==> config.mk <==
export PLATFORM = sky130hd
export DESIGN_NAME = coin_pulse_gen
export DESIGN_NICKNAME = d
export VERILOG_FILES = /design/src/rtl/coin_pulse_gen.sv
export SDC_FILE = /design/constraint.sdc
export NUM_CORES = 1
export LEC_CHECK = 0
export ABC_AREA = 1
export CAP_MARGIN = 20
export CELL_PAD_IN_SITES_DETAIL_PLACEMENT = 0
export CELL_PAD_IN_SITES_GLOBAL_PLACEMENT = 1
export CORE_ASPECT_RATIO = 1.75
export CORE_MARGIN = 2
export CORE_UTILIZATION = 42
export CTS_CLUSTER_DIAMETER = 50
export DETAILED_ROUTE_END_ITERATION = 7
export HOLD_SLACK_MARGIN = 0.08
export PLACE_DENSITY_LB_ADDON = 0.1
export SYNTH_ARGS = -nofsm -noshare
export SYNTH_HDL_FRONTEND = slang
export SYNTH_SLANG_ARGS = --single-unit
==> constraint.sdc <==
create_clock -name sys_clk -period 1.55 [get_ports sys_clk]
set_clock_uncertainty 0.15 [all_clocks]
set_input_delay 0.2325 -clock sys_clk [delete_from_list [all_inputs] [get_ports sys_clk]]
set_output_delay 0.2325 -clock sys_clk [all_outputs]
set_load 0.01 [all_outputs]
==> src/rtl/coin_pulse_gen.sv <==
// Purpose : condition the two raw coin-slot switches into clean one-cycle coin pulses.
// Latency : pulse registered CNT_MAX+2 sys_clk edges after the first edge that samples the key low.
// Backpr. : none; pulses are fire-and-forget, and a simultaneous half coin is deferred one cycle.
//
// Ports:
//   sys_clk        system clock, rising edge
//   sys_rst_n      asynchronous active-low reset
//   key_one        raw 1-yuan switch, active-low, asynchronous to sys_clk
//   key_half       raw 0.5-yuan switch, active-low, asynchronous to sys_clk
//   po_money_one   one-cycle pulse per accepted 1-yuan coin
//   po_money_half  one-cycle pulse per accepted 0.5-yuan coin

// Purpose : synchronise and debounce one active-low switch, flag debounced presses.
// Latency : ev asserted combinationally in the cycle before the debounced level flips.
// Backpr. : none.
//
// Ports:
//   sys_clk, sys_rst_n  clock and asynchronous active-low reset
//   key                 raw active-low switch
//   ev                  high for one cycle when a debounced press (1 -> 0) is accepted
module coin_debounce #(
  parameter int unsigned CNT_MAX = 20'd999_999
) (
  input  logic sys_clk,
  input  logic sys_rst_n,
  input  logic key,
  output logic ev
);

  localparam int unsigned CW = $clog2(CNT_MAX);
  localparam logic [CW-1:0] CNT_LAST = CW'(CNT_MAX - 1);

  logic          s1;
  logic          s2;
  logic          stable;
  logic [CW-1:0] cnt;

  // The synchroniser resets to "released" so a key held through reset
  // is seen as a fresh press once reset lifts.
  always_ff @(posedge sys_clk or negedge sys_rst_n) begin
    if (!sys_rst_n) begin
      s1     <= 1'b1;
      s2     <= 1'b1;
      stable <= 1'b1;
      cnt    <= '0;
    end else begin
      s1 <= key;
      s2 <= s1;
      // Any cycle agreeing with the debounced level restarts the window,
      // so a bounce anywhere inside it costs a full new window.
      if (s2 == stable) begin
        cnt <= '0;
      end else if (cnt == CNT_LAST) begin
        stable <= s2;
        cnt    <= '0;
      end else begin
        cnt <= cnt + CW'(1);
      end
    end
  end

  // Only the falling (press) transition produces an event; release is silent.
  assign ev = (s2 != stable) && (cnt == CNT_LAST) && !s2;

endmodule

module coin_pulse_gen #(
  parameter int unsigned CNT_MAX = 20'd999_999
) (
  input  logic sys_clk,
  input  logic sys_rst_n,
  input  logic key_one,
  input  logic key_half,
  output logic po_money_one,
  output logic po_money_half
);

  logic ev_one;
  logic ev_half;
  logic pending_half;

  coin_debounce #(.CNT_MAX(CNT_MAX)) u_deb_one (
    .sys_clk   (sys_clk),
    .sys_rst_n (sys_rst_n),
    .key       (key_one),
    .ev        (ev_one)
  );

  coin_debounce #(.CNT_MAX(CNT_MAX)) u_deb_half (
    .sys_clk   (sys_clk),
    .sys_rst_n (sys_rst_n),
    .key       (key_half),
    .ev        (ev_half)
  );

  // The 1-yuan coin wins a same-cycle collision; the half coin is parked in
  // pending_half and issued on the following edge. With a debounce window of
  // at least two cycles a second ev_half cannot arrive while one is parked.
  always_ff @(posedge sys_clk or negedge sys_rst_n) begin
    if (!sys_rst_n) begin
      po_money_one  <= 1'b0;
      po_money_half <= 1'b0;
      pending_half  <= 1'b0;
    end else begin
      po_money_one <= ev_one;
      if (ev_one && ev_half) begin
        po_money_half <= 1'b0;
        pending_half  <= 1'b1;
      end else if (pending_half) begin
        po_money_half <= 1'b1;
        pending_half  <= 1'b0;
      end else begin
        po_money_half <= ev_half;
      end
    end
  end

endmodule

**Yosys cells after proc, flatten, opt, wreduce, memory -nomap -nowiden**

Cells that the tools add are included.

- Eq/ne operators: 6
- Reductions and logical operators: 9
- $add $sub $neg: 2
- Muxes and demuxes: 7
- Bitwise operators: 2

Operator list:

| cell | number |
|---|---|
| $mux 20 | 4 |
| $add 20x1->20 const B | 2 |
| $eq 20x20->1 const B | 2 |
| $logic_and 1x1->1 | 5 |
| $reduce_and 2->1 | 2 |
| $mux 1 | 3 |
| $eq 1x1->1 | 2 |
| $logic_not 1->1 | 2 |
| $ne 1x1->1 | 2 |
| $not 1->1 | 2 |

- Word-level logic and storage cells: 37
- Output and inout port bits: 2
- Bits of input ports: 4
- Flip-flop bits (word level): 49

**Longest topological paths before layout**

- Depth in word-level cells: 5
- Gate-level depth with buffers: 11
- Depth with buffers taken out: 11

**By module**

A second synthesis with hierarchy kept.

- Cell total of the unflattened synthesis: 344
- Area, all modules: 2751.4 µm²

By module, submodules not included:

| module | times used | area an instance (µm²) | cells an instance |
|---|---|---|---|
| coin_debounce | 2 | 1325.0 | 167 |
| coin_pulse_gen | 1 | 101.3 | 10 |

**Worst setup path after synthesis**

OpenSTA, ideal clock, no wires.

- Path type: register to register
- From: reg u_deb_half.cnt[0]
- To: reg u_deb_half.cnt[9]
- Arrival time: 1.350 ns
- Library setup time: 0.119 ns
- Stages on the path, launching flop included: 9
- Path slack: -0.069 ns
- Buffers on the path: 1
- Cells stage by stage: dfrtp_1 inv_1 ha_1 nand2_1 nor3_1 nand3_2 nand2_2 buf_12 nor2_2

- Word-level cells in the longest chain between the ends: 3
- Elaborated cells between the ends (all ways): 4
- Those cells by class: 1 x add/sub; 1 x eq/ne; 2 x mux

RTL lines:

| element | RTL line | text |
|---|---|---|
| from (decl) | 36 | `logic [CW-1:0] cnt;` |
| from (signal assigned) | 57 | `cnt <= cnt + CW'(1);` |
| $add 20x1->20 / $eq 20x20->1 (equally long branches) | 57, 53 |  |
| $mux 20 * | 53 | `end else if (cnt == CNT_LAST) begin` |
| $mux 20 * | 51 | `if (s2 == stable) begin` |

Mark *: on every way between the ends. The rest lies on a longest branch, timed or not.
A chain may end at the register's enable or synchronous reset.

**Final worst setup path**

- From: reg u_deb_one.cnt[0]
- To: reg u_deb_one.cnt[5]

- Word-level cells in the longest chain between the ends: 3
- Elaborated cells between the ends (all ways): 4
- Those cells by class: 1 x add/sub; 1 x eq/ne; 2 x mux

RTL lines:

| element | RTL line |
|---|---|
| from (decl) | 36 |
| from (signal assigned) | 57 |
| $add 20x1->20 / $eq 20x20->1 (equally long branches) | 57, 53 |
| $mux 20 * | 53 |
| $mux 20 * | 51 |

Marked as above.

==> results.ini <==
[run_status]
status = finished with violations
violations = negative setup slack

[routing]
drc = 0
drtIter0Drc = 136
dr.pass1.iters = 4
wl_per_cell_um = 14.6
vias = 2596
drt-met1-wl_um = 2560
highest_layer = met4
avgViaCountPerCell = 4.92
wl_met2_um = 4730
wl_met3_um = 130
ant_nets = 0
wl_um = 7730

[global_routing]
grt_pass1_wl_um = 12200
grt_start_max_net_pins = 40
track_usage_pct = 22.1
grt_overflow = 0
antenna_found_initial = 0
grt_pass1_vias = 2599

[logic_synthesis]
synth_area_um2 = 2860
yosys.area_share.simple_pct = 40.6
synth_xor_xnor_area_share_pct = 4.59
netlist_instances = 378
syn_nets = 386
ys_ff_latch = 49
synth_fa_ha_area_share_pct = 1.75
synth.distinct_cells = 28
avgSynthCellArea_um2 = 7.57
yosysWarnings = 0
muxShareOfSynthArea_pct = 0
ys_seq_area_share_pct = 43.1
synth_top_family_by_area = simple AND/OR/NAND/NOR gates
synth-compound-area-share_pct = 2.19

[clock_tree]
cts_num_sinks = 49
cts_buffer_depth = 2
clkLatencyLatePin_ps = 300
tritoncts = built
clkTransAtPathRegs_ps = 70
htreeDepth = 2
cts_made_buffers = 5
clock-root-buffer = clkbuf_16

[worst_setup_path]
cp_max_fo = 5
reg2reg_from = u_deb_one.cnt[0]
worst_r2r_path_depth = 10
startpoint_type = flip-flop
cp_data_arrival_time_ps = 1680
crit_required_ps = 1580
cp-startpoint = u_deb_one.cnt[0]
reg2reg_setup_slack_ps = -90
worstSetupPathType = flip-flop to flip-flop
setup.worst_path.end_class = flip-flop

[timing]
finalWorstPathRequiredPeriod_ps = 1640
setup_slack_ps = -92.9
rsz0062_at_grt = yes
layout_worst_path_cycle_share_pct = 106
hold_violations = 0
worst_slew_pin_slew_ps = 346
fmax_ghz = 0.609
slew_headroom_pct = 76.9
setup_viol = 25
slew_viol_final = 0

[floorplanning]
die_x_um = 66.4
initial_core_util_pct = 43.7
num_rows = 39
die_height_um = 113
ioPinCount = 6
fp.dieArea_um2 = 7510
core-area_um2 = 6540

[place]
io_buffer_count = 5
place_congestion = 0.844
dp.cells = 507
dp_hpwl_um = 5740

[cells_and_area]
nNetsFinal = 453
reg_top3 = u_deb_half.cnt x20, u_deb_one.cnt x20
antenna_cells = 0
fin_cells = 528
drive_gt1_share_pct = 36.8
syn2layout_area_growth_pct = 37.0

[flow_run]
drv_cap = 0

[min_path]
hp-class = primary input to async pin

[power_and_ir_drop]
power_density_nw_per_um2 = 746
p_leak_nw = 1.67
power_mw = 2.92
peakVddDrop_v = 0.000792

## worst paths after layout
check / to
max: u_deb_one.cnt[5]
min: u_deb_one.cnt[7]
max in group asynchronous: u_deb_one.s1
min in group sys_clk: u_deb_half.s1
min reg2reg: u_deb_one.s2
max reg2reg: u_deb_one.cnt[5]
## placed cells by master (no fill, tap or decap), types with 5 or more instances in the layout
master     synthesis  layout
xnor2_1            7       7
nand3_4            0       5
dfrtp_2            0       5
nand3_1           26      22
nand4_1           11      11
nor2_1            87      69
inv_1             44      39
buf_4              1      47
dfrtp_1           43      38
nand3_2            6       5
buf_6              1       7
clkbuf_16          0       5
nand2_2            9      17
inv_2              4       7
a21oi_1            5       5
nor2_4             6      13
nor2_2            11      22
dfstp_2            6       6
nand2_1           77      66
xor2_1             8       8
nor3_1             7       5
## worst max-delay path: stages, from the launching register on
cell and delay, ps:
dfrtp_1 400, inv_1 70, ha_2 180, nand2_2 50, inv_2 50, nand2_2 60, nor2_4 140, nand3_4 90
nand2_4 130, buf_8 150, nor3_1 50
## power breakdown
part           switching, mW  internal, mW  total [mW]
combinational          0.103        0.0899       0.193
sequential            0.0198          1.30        1.32
clock                  0.487         0.922        1.41
total                  0.610          2.31        2.92
## cell usage after synthesis
master	number	area, um^2
o21bai_1	3	22.5
nor3_2	3	30.0
nor3b_1	1	7.51
nor2_1	87	327
nand3_2	6	60.1
xnor2_1	7	61.3
buf_4	1	7.51
nand4_1	11	68.8
nor2_4	6	67.6
nor3_1	7	35.0
buf_6	1	11.3
ha_1	4	50.1
clkinv_1	1	3.75
and3_1	1	6.26
nand2_1	77	289
o21ai_0	3	15.0
nand3_1	26	130
inv_2	4	15.0
nand2_2	9	56.3
xor2_1	8	70.1
nor2_2	11	68.8
buf_12	1	20.0
dfrtp_1	43	1080
dfstp_2	6	158
inv_1	44	165
and2_1	1	6.26
a21oi_1	5	25.0
nand3b_1	1	7.51
## cell families after synthesis
kind of cell	after synthesis
buf+inv	52
flops	49
xor+xnor	15
fa+ha+maj	4
simple gates	247
compound gates	11
## layout make-up
cell class | instances | area, um^2
Clock buffer | 5 | 125
Clock inverter | 3 | 65.1
Fill cell | 619 | 2620
Inverter | 49 | 189
Multi-Input combinational cell | 277 | 1650
Sequential cell | 49 | 1240
Tap cell | 82 | 103
Timing Repair Buffer | 63 | 543
## metrics by stage
stage	TNS, ps	cell area (um^2)	utilization, %	hold WS [ps]	setup WS [ps]
after floorplan	0	2870	-	-213	1.78
after global placement	-769	3340	51.0	-18.3	-40.1
after detailed placement	-1370	3340	51.0	-17.1	-81.6
after CTS	-259	3600	55.0	188	-27.3
after global routing	-3950	3920	59.9	191	-178
final	-982	3920	59.9	196	-92.9
## what timing repair did
item                                    4_1_cts  5_1_grt
endpoints found under the hold margin        43        0
gates cloned                                  0        1
endpoints found under the setup margin       38       42
pin swaps                                     3       32
resized for setup                            20       68
hold buffers                                  1        0
setup buffers                                 2        9
## layer usage
| metal | GRT usage (%) | vias up |
|---|---|---|
| met5 | 0 | - |
| met4 | 10.5 | 0 |
| met3 | 3.48 | 19 |
| met2 | 43.9 | 39 |
| met1 | 20.5 | 1228 |
| li1 | - | 1310 |
(Power assumes the default switching activity.)
